`src/rtl/fpu_dispatch_pkg.sv`:
```
// ---------------------------------------------------------------------------
// fpu_dispatch_pkg
// Shared encodings for the FP operation dispatcher: opcodes, unit indices,
// rounding-mode codes, sequencer state encoding, canonical NaN and the
// helper functions that classify and route a request.
// No ports (package). Configuration macro used by the top: FPU_FFLAGS_ACCUM_EN.
// ---------------------------------------------------------------------------
package fpu_dispatch_pkg;

    // Request opcodes; 5..7 are illegal
    localparam logic [2:0] OP_ADD  = 3'd0;
    localparam logic [2:0] OP_SUB  = 3'd1;
    localparam logic [2:0] OP_MUL  = 3'd2;
    localparam logic [2:0] OP_DIV  = 3'd3;
    localparam logic [2:0] OP_SQRT = 3'd4;

    // Unit indices into unit_start / unit_done / unit_result / unit_flags
    localparam logic [1:0] U_ADD  = 2'd0;
    localparam logic [1:0] U_MUL  = 2'd1;
    localparam logic [1:0] U_DIV  = 2'd2;
    localparam logic [1:0] U_SQRT = 2'd3;

    // RISC-V rounding-mode codes
    localparam logic [2:0] RNE = 3'd0;
    localparam logic [2:0] RTZ = 3'd1;
    localparam logic [2:0] RDN = 3'd2;
    localparam logic [2:0] RUP = 3'd3;
    localparam logic [2:0] RMM = 3'd4;
    localparam logic [2:0] DYN = 3'd7;

    localparam logic [31:0] CANON_NAN = 32'h7FC0_0000;
    // Bit position of NV inside {NV,DZ,OF,UF,NX}
    localparam int FLAG_NV = 4;

    typedef enum logic [1:0] {
        ST_IDLE  = 2'd0,
        ST_ISSUE = 2'd1,
        ST_WAIT  = 2'd2,
        ST_RESP  = 2'd3
    } state_e;

    // Dynamic rounding takes fcsr.frm, otherwise the instruction field
    function automatic logic [2:0] resolve_rm(input logic [2:0] rm, input logic [2:0] frm);
        logic [2:0] res;
        if (rm == DYN) begin
            res = frm;
        end else begin
            res = rm;
        end
        return res;
    endfunction

    // Only RNE..RMM are executable modes after resolution
    function automatic logic rm_illegal(input logic [2:0] rm);
        logic bad;
        case (rm)
            RNE, RTZ, RDN, RUP, RMM: bad = 1'b0;
            default:                 bad = 1'b1;
        endcase
        return bad;
    endfunction

    function automatic logic op_illegal(input logic [2:0] op);
        logic bad;
        case (op)
            OP_ADD, OP_SUB, OP_MUL, OP_DIV, OP_SQRT: bad = 1'b0;
            default:                                bad = 1'b1;
        endcase
        return bad;
    endfunction

    // ADD and SUB share the adder; unit_sub distinguishes them
    function automatic logic [1:0] op_unit(input logic [2:0] op);
        logic [1:0] u;
        case (op)
            OP_ADD, OP_SUB: u = U_ADD;
            OP_MUL:         u = U_MUL;
            OP_DIV:         u = U_DIV;
            OP_SQRT:        u = U_SQRT;
            default:        u = U_ADD;
        endcase
        return u;
    endfunction

endpackage

```
`src/rtl/fpu_done_watchdog.sv`:
```
// ---------------------------------------------------------------------------
// fpu_done_watchdog
// 8-bit wait counter for the dispatcher. Cleared while clr_i is high, counts
// while en_i is high. expired_o is high during the LIMIT-th enabled cycle
// after a clear, so an enabled window lasts exactly LIMIT cycles.
// Ports:
//   clk, rst_n  clock, asynchronous active-low reset
//   clr_i       synchronous clear of the count
//   en_i        count enable (dispatcher in WAIT)
//   expired_o   LIMIT enabled cycles have elapsed including this one
// ---------------------------------------------------------------------------
module fpu_done_watchdog #(
    parameter int LIMIT = 255
) (
    input  logic clk,
    input  logic rst_n,
    input  logic clr_i,
    input  logic en_i,
    output logic expired_o
);

    localparam logic [7:0] LIMIT_M1 = 8'(LIMIT - 1);

    logic [7:0] cnt_q;
    logic [7:0] cnt_d;

    // Next count: clear wins, saturate instead of wrapping
    always_comb begin
        cnt_d = cnt_q;
        if (clr_i) begin
            cnt_d = 8'd0;
        end else if (en_i && (cnt_q != 8'hFF)) begin
            cnt_d = cnt_q + 8'd1;
        end else begin
            cnt_d = cnt_q;
        end
    end

    // Count register
    always_ff @(posedge clk or negedge rst_n) begin
        if (!rst_n) begin
            cnt_q <= 8'd0;
        end else begin
            cnt_q <= cnt_d;
        end
    end

    assign expired_o = en_i && (cnt_q == LIMIT_M1);

endmodule

```
`src/rtl/fpu_op_dispatch.sv`:
```
// ---------------------------------------------------------------------------
// fpu_op_dispatch
// Single-issue sequencer between the FP execute stage and the multi-cycle SP
// units. IDLE -> ISSUE -> WAIT -> RESP -> IDLE; one operation in flight.
// Illegal opcode / rounding mode skips straight to RESP without starting a unit.
// A unit that does not signal done within DONE_TIMEOUT WAIT cycles is abandoned
// and a canonical NaN with NV is returned, flagged by rsp_timeout.
// All outputs are registered.
// Ports:
//   req_*       request channel (valid/ready, op, operands, rm, tag), frm = fcsr.frm
//   unit_*      shared start/operand bus to the units, done/result/flags back
//   rsp_*       response channel to writeback (valid/ready)
//   fflags_acc  sticky flags, fflags_clr clears them
// Configuration macro FPU_FFLAGS_ACCUM_EN: when defined, fflags_acc accumulates
// rsp_flags at every response handshake; otherwise it is tied to zero.
// ---------------------------------------------------------------------------
module fpu_op_dispatch
    import fpu_dispatch_pkg::*;
#(
    parameter int TAG_W        = 5,
    parameter int DONE_TIMEOUT = 255
) (
    input  logic              clk,
    input  logic              rst_n,
    input  logic              req_valid,
    output logic              req_ready,
    input  logic [2:0]        req_op,
    input  logic [31:0]       req_a,
    input  logic [31:0]       req_b,
    input  logic [2:0]        req_rm,
    input  logic [TAG_W-1:0]  req_tag,
    input  logic [2:0]        frm,
    output logic [3:0]        unit_start,
    output logic [31:0]       unit_a,
    output logic [31:0]       unit_b,
    output logic [2:0]        unit_rm,
    output logic              unit_sub,
    input  logic [3:0]        unit_done,
    input  logic [127:0]      unit_result,
    input  logic [19:0]       unit_flags,
    output logic              rsp_valid,
    input  logic              rsp_ready,
    output logic [31:0]       rsp_result,
    output logic [4:0]        rsp_flags,
    output logic [TAG_W-1:0]  rsp_tag,
    output logic              rsp_illegal,
    output logic              rsp_timeout,
    output logic [4:0]        fflags_acc,
    input  logic              fflags_clr
);

    state_e            state_q,       state_d;
    logic              req_ready_q,   req_ready_d;
    logic [1:0]        sel_q,         sel_d;
    logic [3:0]        unit_start_q,  unit_start_d;
    logic [31:0]       unit_a_q,      unit_a_d;
    logic [31:0]       unit_b_q,      unit_b_d;
    logic [2:0]        unit_rm_q,     unit_rm_d;
    logic              unit_sub_q,    unit_sub_d;
    logic              rsp_valid_q,   rsp_valid_d;
    logic [31:0]       rsp_result_q,  rsp_result_d;
    logic [4:0]        rsp_flags_q,   rsp_flags_d;
    logic [TAG_W-1:0]  rsp_tag_q,     rsp_tag_d;
    logic              rsp_illegal_q, rsp_illegal_d;
    logic              rsp_timeout_q, rsp_timeout_d;

    logic              accept_s;
    logic [2:0]        rm_res_s;
    logic              expired_s;
    logic [3:0][31:0]  res_slices_s;
    logic [3:0][4:0]   flag_slices_s;

    assign accept_s      = req_valid && req_ready_q;
    assign rm_res_s      = resolve_rm(req_rm, frm);
    assign res_slices_s  = unit_result;
    assign flag_slices_s = unit_flags;

    // Counter is cleared during ISSUE so it reads zero on WAIT entry
    fpu_done_watchdog #(
        .LIMIT (DONE_TIMEOUT)
    ) u_watchdog (
        .clk       (clk),
        .rst_n     (rst_n),
        .clr_i     (state_q == ST_ISSUE),
        .en_i      (state_q == ST_WAIT),
        .expired_o (expired_s)
    );

    // Next-state and next-output logic of the sequencer
    always_comb begin
        state_d       = state_q;
        sel_d         = sel_q;
        unit_start_d  = 4'b0000;
        unit_a_d      = unit_a_q;
        unit_b_d      = unit_b_q;
        unit_rm_d     = unit_rm_q;
        unit_sub_d    = unit_sub_q;
        rsp_valid_d   = rsp_valid_q;
        rsp_result_d  = rsp_result_q;
        rsp_flags_d   = rsp_flags_q;
        rsp_tag_d     = rsp_tag_q;
        rsp_illegal_d = rsp_illegal_q;
        rsp_timeout_d = rsp_timeout_q;

        case (state_q)
            ST_IDLE: begin
                if (accept_s) begin
                    rsp_tag_d = req_tag;
                    if (op_illegal(req_op) || rm_illegal(rm_res_s)) begin
                        state_d       = ST_RESP;
                        rsp_valid_d   = 1'b1;
                        rsp_result_d  = 32'h0000_0000;
                        rsp_flags_d   = 5'b00000;
                        rsp_illegal_d = 1'b1;
                        rsp_timeout_d = 1'b0;
                    end else begin
                        state_d      = ST_ISSUE;
                        sel_d        = op_unit(req_op);
                        unit_start_d = 4'b0001 << op_unit(req_op);
                        unit_a_d     = req_a;
                        unit_b_d     = req_b;
                        unit_rm_d    = rm_res_s;
                        unit_sub_d   = (req_op == OP_SUB);
                    end
                end else begin
                    state_d = ST_IDLE;
                end
            end
            // done is not sampled here: a unit needs at least one cycle
            ST_ISSUE: begin
                state_d = ST_WAIT;
            end
            // Only the selected unit's done counts; done beats expiry in the last cycle
            ST_WAIT: begin
                if (unit_done[sel_q]) begin
                    state_d       = ST_RESP;
                    rsp_valid_d   = 1'b1;
                    rsp_result_d  = res_slices_s[sel_q];
                    rsp_flags_d   = flag_slices_s[sel_q];
                    rsp_illegal_d = 1'b0;
                    rsp_timeout_d = 1'b0;
                end else if (expired_s) begin
                    state_d              = ST_RESP;
                    rsp_valid_d          = 1'b1;
                    rsp_result_d         = CANON_NAN;
                    rsp_flags_d          = 5'b00000;
                    rsp_flags_d[FLAG_NV] = 1'b1;
                    rsp_illegal_d        = 1'b0;
                    rsp_timeout_d        = 1'b1;
                end else begin
                    state_d = ST_WAIT;
                end
            end
            ST_RESP: begin
                if (rsp_ready) begin
                    state_d     = ST_IDLE;
                    rsp_valid_d = 1'b0;
                end else begin
                    state_d = ST_RESP;
                end
            end
            default: begin
                state_d     = ST_IDLE;
                rsp_valid_d = 1'b0;
            end
        endcase

        req_ready_d = (state_d == ST_IDLE);
    end

    // Sequencer state and all registered outputs
    always_ff @(posedge clk or negedge rst_n) begin
        if (!rst_n) begin
            state_q       <= ST_IDLE;
            req_ready_q   <= 1'b1;
            sel_q         <= U_ADD;
            unit_start_q  <= 4'b0000;
            unit_a_q      <= 32'h0000_0000;
            unit_b_q      <= 32'h0000_0000;
            unit_rm_q     <= 3'b000;
            unit_sub_q    <= 1'b0;
            rsp_valid_q   <= 1'b0;
            rsp_result_q  <= 32'h0000_0000;
            rsp_flags_q   <= 5'b00000;
            rsp_tag_q     <= '0;
            rsp_illegal_q <= 1'b0;
            rsp_timeout_q <= 1'b0;
        end else begin
            state_q       <= state_d;
            req_ready_q   <= req_ready_d;
            sel_q         <= sel_d;
            unit_start_q  <= unit_start_d;
            unit_a_q      <= unit_a_d;
            unit_b_q      <= unit_b_d;
            unit_rm_q     <= unit_rm_d;
            unit_sub_q    <= unit_sub_d;
            rsp_valid_q   <= rsp_valid_d;
            rsp_result_q  <= rsp_result_d;
            rsp_flags_q   <= rsp_flags_d;
            rsp_tag_q     <= rsp_tag_d;
            rsp_illegal_q <= rsp_illegal_d;
            rsp_timeout_q <= rsp_timeout_d;
        end
    end

`ifdef FPU_FFLAGS_ACCUM_EN
    logic [4:0] acc_q;
    logic [4:0] acc_d;
    logic       rsp_hs_s;

    assign rsp_hs_s = rsp_valid_q && rsp_ready;

    // Sticky flags: a clear coinciding with a handshake keeps that response's flags
    always_comb begin
        acc_d = acc_q;
        if (fflags_clr) begin
            if (rsp_hs_s) begin
                acc_d = rsp_flags_q;
            end else begin
                acc_d = 5'b00000;
            end
        end else if (rsp_hs_s) begin
            acc_d = acc_q | rsp_flags_q;
        end else begin
            acc_d = acc_q;
        end
    end

    // Accumulator register
    always_ff @(posedge clk or negedge rst_n) begin
        if (!rst_n) begin
            acc_q <= 5'b00000;
        end else begin
            acc_q <= acc_d;
        end
    end

    assign fflags_acc = acc_q;
`else
    // Writeback accumulates flags itself in this build
    logic unused_fflags_clr_s;
    assign unused_fflags_clr_s = fflags_clr;
    assign fflags_acc          = 5'b00000;
`endif

    assign req_ready   = req_ready_q;
    assign unit_start  = unit_start_q;
    assign unit_a      = unit_a_q;
    assign unit_b      = unit_b_q;
    assign unit_rm     = unit_rm_q;
    assign unit_sub    = unit_sub_q;
    assign rsp_valid   = rsp_valid_q;
    assign rsp_result  = rsp_result_q;
    assign rsp_flags   = rsp_flags_q;
    assign rsp_tag     = rsp_tag_q;
    assign rsp_illegal = rsp_illegal_q;
    assign rsp_timeout = rsp_timeout_q;

endmodule

```
`config.mk`:
```
export PLATFORM = sky130hd
export DESIGN_NAME = fpu_op_dispatch
export DESIGN_NICKNAME = d
export VERILOG_FILES = /design/src/rtl/fpu_dispatch_pkg.sv /design/src/rtl/fpu_done_watchdog.sv /design/src/rtl/fpu_op_dispatch.sv
export SDC_FILE = /design/constraint.sdc
export NUM_CORES = 1
export LEC_CHECK = 0
export BUFFER_PORTS_ARGS = -buffer_cell sky130_fd_sc_hd__buf_2
export CAP_MARGIN = 20
export CORE_AREA = 3 3 137 139
export CTS_CLUSTER_DIAMETER = 120
export DETAILED_ROUTE_END_ITERATION = 12
export DIE_AREA = 0 0 140 142
export PLACE_DENSITY = 0.68
export SETUP_SLACK_MARGIN = 0.05
export SLEW_MARGIN = 20
export SYNTH_ARGS = -nofsm -noshare
export SYNTH_HDL_FRONTEND = slang
export SYNTH_SLANG_ARGS = --single-unit
```
`constraint.sdc`:
```
create_clock -name clk -period 2.2 [get_ports clk]
set_input_delay 0.22 -clock clk [delete_from_list [all_inputs] [get_ports clk]]
set_output_delay 0.22 -clock clk [all_outputs]
set_load 0.02 [all_outputs]
```
==> results of run 1 <==
## flip-flops by register name, summed over array words and instances, names as in the netlist
signal            cells
unit_start            4
state_q               2
unit_rm               3
u_watchdog.cnt_q      8
rsp_tag               5
rsp_illegal           1
sel_q                 2
rsp_valid             1
req_ready             1
rsp_timeout           1
rsp_result           32
unit_b               32
unit_a               32
rsp_flags             5
unit_sub              1
## critical path: cells and delay by family, from the launching register on
kind	cells	cell delay [ps]
AOI/OAI and AO/OA	3	860
adders and majority gates	1	130
buffers and inverters	2	270
DFF	1	440
and+or+nand+nor	2	290
## cells in the mapped netlist (all sizes together) (2+ instances only)
cell	instances
nand4	2
xnor2	2
mux4	37
nand3	8
o31ai	2
o211ai	2
a31oi	2
clkbuf	8
a22o	27
ha	2
mux2	71
mux2i	13
dfrtp	129
nor3	9
inv	16
o21ai	27
nand2	20
nor2	8
buf	24
a21oi	9
## metrics by stage
stage	worst slack [ps]	power [mW]	util	cells
after floorplan	279	7.71	-	434
after global placement	158	9.61	0.457	997
after detailed placement	120	9.74	0.457	997
after CTS	107	12.6	0.491	1030
after global routing	19.8	13.4	0.499	1040
final	86.2	12.6	0.499	1040
## kinds of logic (layout without fill, tap and decap cells)
group                    count (synthesis)  count (layout)
flip-flops                             130             130
multiplexers                           121             121
AO/OA/AOI/OAI                           74              74
AND/OR/NAND/NOR                         52              52
buffers and inverters                   48             425
adder cells (fa/ha/maj)                  2               2
XOR/XNOR                                 2               2
other                                    1               5
## timing repair
action	in CTS	in global routing
gates resized for setup	0	6
hold endpoints to repair	67	6
setup buffers	0	1
hold buffers	1	6
endpoints found under the setup margin	0	66
## routing by layer
metal	vias to the layer above	GRT usage	wire, um
met1	2461	0.197	6870
met3	17	0.0517	1200
met4	0	0.0490	247
met5	-	0	0
li1	2348	-	-
met2	208	0.291	9270
## layout make-up
cell class,count,area (um^2)
clock buffers,18,429
clock inverters,14,156
multi-input cells,256,2600
repair buffers,377,2080
well taps,229,287
inverters,16,60.1
flip-flops and latches,130,3260
fillers,1592,8910
## cells in the final DEF, fill, tap and decap left out, types with 5 or more instances in the layout
master         netlist  routed
nor2_1               8       7
inv_1               15      14
o21ai_0             18      18
buf_2               13     350
conb_1               1       5
o21ai_1              9       9
nand2_1             20      20
dlygate4sd3_1        0       7
nor3_1               8       8
mux4_2              37      37
mux2i_1             13      13
buf_4                5      10
dfrtp_1            129     126
mux2_1              70      70
a21oi_1              9       9
clkbuf_16            0      18
nand3_1              8       7
a22o_1              27      27
buf_12               0       6
## power groups by stage
stage                     clock network (mW)  logic, mW  registers [mW]
final                                   2.79       5.71            4.07
after global routing                    3.00       6.14            4.23
after CTS                               2.88       5.65            4.07
after detailed placement                   0       5.65            4.09
after global placement                     0       5.54            4.07
after floorplan                            0       2.37            5.34
## how the worst max path moves through the flow
stage | start | to
floorplan | req_ready$_DFF_PN1_ | unit_a[23]$_DFFE_PN0P_
global placement | u_watchdog.cnt_q[0]$_DFFE_PN0P_ | rsp_result[21]$_DFFE_PN0P_
detailed placement | u_watchdog.cnt_q[0]$_DFFE_PN0P_ | rsp_result[1]$_DFFE_PN0P_
CTS | u_watchdog.cnt_q[0]$_DFFE_PN0P_ | rsp_result[1]$_DFFE_PN0P_
global route | u_watchdog.cnt_q[0]$_DFFE_PN0P_ | rsp_result[1]$_DFFE_PN0P_
finish | u_watchdog.cnt_q[0]$_DFFE_PN0P_ | rsp_result[1]$_DFFE_PN0P_
==> summary.md, run 1 <==
| Metric | Value |
|---|---|
| Placed Area | `0.00813 mm^2` |
| Final Hold Fails | `0` |
| Drt pass-1 iters | `6` |
| Flop2flop setup slack | `90 ps` |
| Post-Route Setup TNS | `0 ps` |
| Ys flop type | `dfrtp_1` |
| Hold path cells | `2` |
| Seq pwr share | `0.324` |
| Initial antenna violation count | `0` |
| Post-synthesis xor/xnor area fraction | `0.00289` |
| Mapped Area | `0.00606 mm^2` |
| Skew final | `around 7.7 ps` |
| Cells on worst reg2reg path | `8` |
| Post-synthesis simple-gate area fraction | `0.0402` |
| Outcome | `finished clean` |
| Fmax | `0.473 GHz` |
| Chip width | `roughly 140 um` |
| Top-area cell type share of the netlist area | `0.532` |
| CTS tree | `done` |
| Cell taking the most area after synthesis | `dfrtp_1` |
| Clock Pin Slew Worst Setup and Hold Paths | `roughly 60 ps` |
| Min Clock Period, post-route | `between 2000 and 2500 ps` |
| Die Footprint | `between 0.015 and 0.02 mm^2` |
| Vias/cell | `4.84` |
| Starting Density | `0.341` |
| PortBufs | `about 350` |
| Max-slew headroom at the worst pin | `0.653` |
| Std cell rows | `49` |
| Layout cells sized above 1 | `0.555` |
| Slowest-stage cell, CP | `dfrtp_2` |
| Largest net degree at the start of global routing | `54` |
| Core Footprint | `0.0178 mm^2` |
| Mux contribution to synthesized area | `0.291` |
| Leakage | `4.63 nW` |
| Final Wtd Congestion | `between 0.7 and 0.8` |
| Die extent in y | `142 um` |
| IO Pins | `roughly 360` |
| Clk buf depth | `2` |
| Area growth, synth to finish | `46.2%` |
| H-Tree Level Count | `4` |
| Worst EP arrival | `about 2400 ps` |
| Internal Power | `approximately 7.7 mW` |
| Power share of the clock group | `0.222` |
| Worst Setup Start Kind | `flip-flop` |
| Final net count | `around 1000` |
| FF-to-FF Start | `u_watchdog.cnt_q[0]$_DFFE_PN0P_` |
| First-pass GRT wire length | `between 20000 and 30000 um` |
| CP max stage delay | `~440 ps` |
| Netlist cell types | `39` |
| Cells along the critical path | `inv_2 > ha_4 > nand3_2 > or2_1 > a311o_1 > o21bai_4 > buf_12 > a22o_1` |
| IR drop worst, VDD | `about 0.73 mV` |
| RR Endpoint | `rsp_result[1]$_DFFE_PN0P_` |
| Net Sw Frac | `0.390` |
| FFs w/ async S/R, synth | `1.00` |
| Unrepaired setup endpoints after global routing | `yes` |
| FF+latch count, synth | `130` |
| Hold Crit Endpoint | `unit_a[7]$_DFFE_PN0P_` |
| Final Max Slew Viols | `0` |
| Hold_sp | `req_a[7]` |
| Final setup vio count | `0` |
| Routed vias | `between 5000 and 6000` |
| Post-synthesis sequential area ratio | `0.537` |
| Cells after synthesis | `between 400 and 500` |
| Iter 0 DRT Violations | `160` |
| Mapped Avg Cell Area | `approximately 14 um^2` |
| WHS | `around 24 ps` |
| Final Cell Area | `0.00887 mm^2` |
| PD cells | `1420 mW/mm^2` |
| Routed WL per cell | `between 15 and 20 um` |
| Synth Area in Compound Gates | `0.0844` |
| Largest family of logic cells by synthesized area | `multiplexers` |
| Post-DRT Antenna Nets | `0` |
| Crit path max fanout | `20` |
| DP HPWL | `~13000 um` |
| Root buffer cell | `clkbuf_16` |
| Tightest Pin Transition | `521 ps` |
| Drt drc | `0` |
| Clock Latency Late Sink | `between 400 and 500 ps` |
| Overflow left after global routing | `0` |
| Area contributors post-synth | `dfrtp_1 (53%), mux4_2 (14%), mux2_1 (13%), a22o_1 (3.9%), mux2i_1 (2.1%)` |
| Number of flops mapped to enable cells by yosys | `0` |
| Routed WL | `roughly 18000 um` |
| Vias in the first global route | `between 5000 and 6000` |
| Final worst path period share | `0.961` |
| Sink Count | `130` |
| Num CTS Buffers | `17` |
| CP required | `approximately 2500 ps` |
| Setup CP Type | `flip-flop to flip-flop` |
| Hold Path Class | `input pin to flip-flop` |
| Comb pwr share | `0.455` |
| Psw | `about 5 mW` |
| # Max-Cap Violations | `0` |
| Global Route Usage Sum | `0.166` |
| Ant diodes | `0` |
| Adder-Cell Fraction of Synth Area | `0.00413` |
| Worst setup EP type | `flip-flop` |
| Syn. warnings | `0` |
Note: power is estimated with default switching activity, not from simulation.
==> run 2, diff against run 1 <==
RECOVER_POWER = 50   (was unset)
==> summary.md, run 2 (synthesis results as in run 1) <==
| Metric | Value |
|---|---|
| Starting Density | `0.341` |
| Worst EP arrival | `between 2000 and 2500 ps` |
| Routed vias | `between 5000 and 6000` |
| Final Hold Fails | `0` |
| Min Clock Period, post-route | `roughly 2100 ps` |
| Clock Pin Slew Worst Setup and Hold Paths | `60 ps` |
| CP required | `roughly 2500 ps` |
| DP HPWL | `~13000 um` |
| Vias/cell | `4.84` |
| Sink Count | `between 100 and 150` |
| Setup CP Type | `flip-flop to flip-flop` |
| Die extent in y | `142 um` |
| Initial antenna violation count | `0` |
| IO Pins | `~360` |
| Final net count | `1035` |
| PortBufs | `351` |
| Drt drc | `0` |
| Tightest Pin Transition | `approximately 900 ps` |
| Hold Path Class | `input pin to flip-flop` |
| Fmax | `roughly 0.47 GHz` |
| First-pass GRT wire length | `26100 um` |
| Crit path max fanout | `20` |
| Chip width | `approximately 140 um` |
| Die Footprint | `slightly below 0.02 mm^2` |
| Worst Setup Start Kind | `flip-flop` |
| Clock Latency Late Sink | `about 400 ps` |
| Vias in the first global route | `5014` |
| Outcome | `finished clean` |
| Util after Layout | `0.493` |
| Final Wtd Congestion | `approximately 0.77` |
| Num CTS Buffers | `17` |
| Unrepaired setup endpoints after global routing | `yes` |
| H-Tree Level Count | `4` |
| Root buffer cell | `clkbuf_16` |
| Layout cells sized above 1 | `0.482` |
| PD cells | `between 1000 and 1500 mW/mm^2` |
| Largest net degree at the start of global routing | `54` |
| Overall power | `about 12 mW` |
| Max-slew headroom at the worst pin | `0.400` |
| Std cell rows | `49` |
| Final setup vio count | `0` |
| IR drop worst, VDD | `about 0.74 mV` |
| Commonest non-fill, non-tap cells in the layout | `buf_2 (293), dfrtp_1 (126), mux2_1 (70)` |
| Iter 0 DRT Violations | `roughly 140` |
| Final worst path period share | `0.962` |
| Drt pass-1 iters | `6` |
| Commonest non-fill, non-tap cell in the layout | `buf_2` |
| # Max-Cap Violations | `0` |
| Fillers | `1618` |
| Worst setup EP type | `flip-flop` |
| Post-Route Setup TNS | `0 ps` |
| Routed WL | `around 18000 um` |
| Clk buf depth | `2` |
| Area growth, synth to finish | `44.4%` |
| Routed WL per cell | `16.9 um` |
| Overflow left after global routing | `0` |
| CP max stage delay | `roughly 440 ps` |
| Ant diodes | `0` |
| Core Footprint | `0.0178 mm^2` |
| Slowest-stage cell, CP | `dfrtp_2` |
| Cells along the critical path | `inv_2 > ha_4 > nand3_2 > or2_1 > a311o_1 > o21bai_4 > buf_12 > a22o_1` |
| Final Max Slew Viols | `0` |
| CTS tree | `done` |
| Post-DRT Antenna Nets | `0` |
| Global Route Usage Sum | `0.166` |
| Leakage | `roughly 4.4 nW` |
| Skew final | `7.63 ps` |
==> run 2: cell type report <==
type	instances	area (um^2)	share of cell area
Sequential cell	130	3260	0.372
Multi-Input combinational cell	256	2600	0.297
Timing Repair Buffer	377	1970	0.225
Clock buffer	18	429	0.0490
Tap cell	229	287	0.0327
Clock inverter	14	156	0.0179
Inverter	16	60.1	0.00686
==> run 2: final timing paths <==
kind	startpoint	to	slack, ps	cells after the start
min reg2reg	rsp_valid$_DFFE_PN0P_	rsp_valid$_DFFE_PN0P_	480	2
max reg2reg	u_watchdog.cnt_q[0]$_DFFE_PN0P_	rsp_result[1]$_DFFE_PN0P_	80	8
min in group asynchronous	rst_n	unit_a[12]$_DFFE_PN0P_	450	2
max	u_watchdog.cnt_q[0]$_DFFE_PN0P_	rsp_result[1]$_DFFE_PN0P_	80	8
min	req_a[7]	unit_a[7]$_DFFE_PN0P_	20	2
max in group asynchronous	rst_n	rsp_result[4]$_DFFE_PN0P_	470	3
==> run 2: repair_timing <==
| action | CTS | global route |
|---|---|---|
| resized for setup | 0 | 6 |
| hold endpoints to repair | 67 | 6 |
| setup buffers | 0 | 1 |
| hold buffers | 1 | 6 |
| setup endpoints to repair | 0 | 66 |
==> run 2: critical path, delay by kind of cell (launching register included) <==
family                   cells  cell delay [ps]
buffers and inverters        2              270
AND/OR/NAND/NOR              2              290
AO/OA/AOI/OAI                3              860
flip-flops                   1              440
adder cells (fa/ha/maj)      1              130
==> run 2: metrics by stage <==
stage / hold slack (ps) / worst slack (ps) / cells / instance area, um^2
global route: 0.299 / 19.8 / 1040 / 8760
finish: 25.0 / 84.3 / 1040 / 8760
global placement: 113 / 158 / 997 / 8130
detailed placement: 112 / 120 / 997 / 8130
CTS: 0.447 / 107 / 1030 / 8730
floorplan: -75.6 / 279 / 434 / 6080
==> run 2: routing by layer <==
metal | vias up | GRT usage | wire (um)
li1 | 2346 | - | -
met2 | 208 | 0.291 | 9260
met5 | - | 0 | 0
met4 | 0 | 0.0490 | 248
met1 | 2465 | 0.197 | 6880
met3 | 15 | 0.0517 | 1230
==> run 2: power by group <==
group	internal [mW]	switching, mW
registers	3.49	0.596
logic	2.33	3.23
clock network	1.69	1.10
total	7.51	4.92
==> run 3, diff against run 2 <==
--- a/config.mk
+++ b/config.mk
@@ -8,9 +8,9 @@
 export BUFFER_PORTS_ARGS = -buffer_cell sky130_fd_sc_hd__buf_2
 export CAP_MARGIN = 20
-export CORE_AREA = 3 3 137 139
+export CORE_AREA = 3 3 139 141
 export CTS_CLUSTER_DIAMETER = 120
 export DETAILED_ROUTE_END_ITERATION = 12
-export DIE_AREA = 0 0 140 142
-export PLACE_DENSITY = 0.68
+export DIE_AREA = 0 0 142 144
+export PLACE_DENSITY = 0.67
 export RECOVER_POWER = 50
 export SETUP_SLACK_MARGIN = 0.05
==> constraint.sdc (replaced) <==
create_clock -name clk -period 2.2 [get_ports clk]
set_input_delay 0.11 -clock clk [delete_from_list [all_inputs] [get_ports clk]]
set_output_delay 0.11 -clock clk [all_outputs]
set_load 0.02 [all_outputs]
==> summary.md, run 3 (synthesis results as in run 1) <==
| Metric | Value |
|---|---|
| Setup CP Type | `flip-flop to flip-flop` |
| Hold Path Class | `input pin to flip-flop` |
| Overflow left after global routing | `0` |
| Worst EP arrival | `2340 ps` |
| Max-slew headroom at the worst pin | `0.0971` |
| Psw | `5.00 mW` |
| Core Footprint | `0.0181 mm^2` |
| Placed Cells | `between 900 and 1000` |
| Post-CTS sizing | `0` |
| Std cell rows | `a little under 50` |
| PD cells | `roughly 1400 mW/mm^2` |
| Iter 0 DRT Violations | `between 200 and 250` |
| Starting Density | `0.335` |
| Final Hold Fails | `0` |
| Layout cells sized above 1 | `0.439` |
| Fmax | `0.488 GHz` |
| Comb pwr share | `0.438` |
| # Max-Cap Violations | `0` |
| H-Tree Level Count | `4` |
| Hold_sp | `req_rm[1]` |
| Worst setup EP type | `flip-flop` |
| Power share of the clock group | `0.243` |
| Internal Power | `about 7.9 mW` |
| Die Footprint | `slightly above 0.02 mm^2` |
| IR drop worst, VDD | `around 0.86 mV` |
| RR Endpoint | `rsp_flags[0]$_DFFE_PN0P_` |
| Vias/cell | `about 4.8` |
| WHS | `roughly 23 ps` |
| Post-place setup slack | `between 150 and 200 ps` |
| FF-to-FF Start | `u_watchdog.cnt_q[0]$_DFFE_PN0P_` |
| Tightest Pin Transition | `1350 ps` |
| Outcome | `finished clean` |
| Clk buf depth | `2` |
| Routed WL per cell | `18.2 um` |
| Vias in the first global route | `approximately 5500` |
| Overall power | `around 13 mW` |
| Drt pass-1 iters | `5` |
| Final cell count without fillers | `between 1000 and 1500` |
| Flop2flop setup slack | `about 150 ps` |
| Routed WL | `between 20000 and 25000 um` |
| Seq pwr share | `0.320` |
| Final Wtd Congestion | `0.823` |
| Die extent in y | `about 140 um` |
| Post-DRT Antenna Nets | `0` |
| Area growth, synth to finish | `56.9%` |
| Drt drc | `0` |
| Crit path max fanout | `15` |
| CTS tree | `done` |
| First-pass GRT wire length | `29700 um` |
| Cells on worst reg2reg path | `8` |
| DP HPWL | `15100 um` |
| CP required | `roughly 2500 ps` |
| Final setup vio count | `0` |
| Leakage | `approximately 4.7 nW` |
| Commonest non-fill, non-tap cell in the layout | `buf_2` |
| Sink Count | `130` |
| IO Pins | `between 300 and 400` |
| Unrepaired setup endpoints after global routing | `yes` |
| Clock Pin Slew Worst Setup and Hold Paths | `60 ps` |
| Largest net degree at the start of global routing | `80` |
| Hold Crit Endpoint | `unit_rm[1]$_DFFE_PN0P_` |
| Post-Route Setup TNS | `0 ps` |
| Worst Setup Start Kind | `flip-flop` |
| Setup WS post-layout | `149 ps` |
| Final net count | `1105` |
| Final Max Slew Viols | `0` |
| PortBufs | `approximately 350` |
| Ant diodes | `0` |
| Chip width | `approximately 140 um` |
| Hold path cells | `3` |
| Root buffer cell | `clkbuf_16` |
| Initial antenna violation count | `0` |
| Min Clock Period, post-route | `just over 2000 ps` |
| Routed vias | `~5400` |
| Skew final | `between 6 and 7 ps` |
| Clock Latency Late Sink | `between 400 and 500 ps` |
| Net Sw Frac | `0.387` |
| Global Route Usage Sum | `0.187` |
| Commonest non-fill, non-tap cells in the layout | `buf_2 (291), dfrtp_1 (127), dlygate4sd3_1 (77)` |
| Final worst path period share | `0.932` |
| Num CTS Buffers | `17` |
## run 3: worst max-delay path by stage
stage                                  to                             from  cells after the start  slack [ps]
2_1_floorplan      unit_a[23]$_DFFE_PN0P_              req_ready$_DFF_PN1_                      5         280
3_3_place_gp   rsp_result[21]$_DFFE_PN0P_  u_watchdog.cnt_q[0]$_DFFE_PN0P_                      8         190
3_5_place_dp    rsp_result[7]$_DFFE_PN0P_  u_watchdog.cnt_q[0]$_DFFE_PN0P_                      8         160
4_1_cts         rsp_result[7]$_DFFE_PN0P_  u_watchdog.cnt_q[0]$_DFFE_PN0P_                      8         150
5_1_grt          rsp_flags[0]$_DFFE_PN0P_  u_watchdog.cnt_q[0]$_DFFE_PN0P_                      8          40
6_report         rsp_flags[0]$_DFFE_PN0P_  u_watchdog.cnt_q[0]$_DFFE_PN0P_                      8         150
## run 3: power groups by stage
stage	Sequential [mW]	Clock, mW	Combinational [mW]
after floorplan	5.34	0	2.37
after global placement	4.08	0	5.55
after detailed placement	4.12	0	5.66
after CTS	4.10	3.21	5.75
after global routing	4.26	3.33	6.07
final	4.13	3.13	5.66
## run 3: area by class of cell
cell class / instances / area [um^2]
Fill cell: 1564 / 8570
Sequential cell: 130 / 3260
Timing Repair Buffer: 447 / 2680
Multi-Input combinational cell: 256 / 2580
Clock buffer: 18 / 429
Tap cell: 229 / 287
Clock inverter: 14 / 225
Inverter: 16 / 60.1
## run 3: critical path, stage by stage (launching register included)
cell	delay [ps]
dfrtp_1	380
inv_1	60
ha_1	140
nand3_1	60
or2_1	220
a311o_1	370
o21bai_4	240
clkbuf_16	210
a22o_1	240
## run 3: timing repair
action                                  in CTS  in global routing
hold endpoints to repair                   127                  0
endpoints found under the setup margin       0                 27
setup buffers                                0                  2
hold buffers                                77                  0
## run 3: per-stage QoR
stage,area (um^2),utilization
floorplan,6080,-
global placement,8130,0.450
detailed placement,8130,0.450
CTS,9560,0.528
global route,9520,0.526
finish,9520,0.526
## run 3: routing by layer
| metal | wire length (um) | global-route usage | vias to the layer above |
|---|---|---|---|
| met5 | 0 | 0 | - |
| met4 | 268 | 0.0449 | 0 |
| met3 | 1120 | 0.0496 | 19 |
| met2 | 10700 | 0.333 | 215 |
| met1 | 8130 | 0.227 | 2642 |
| li1 | - | - | 2476 |
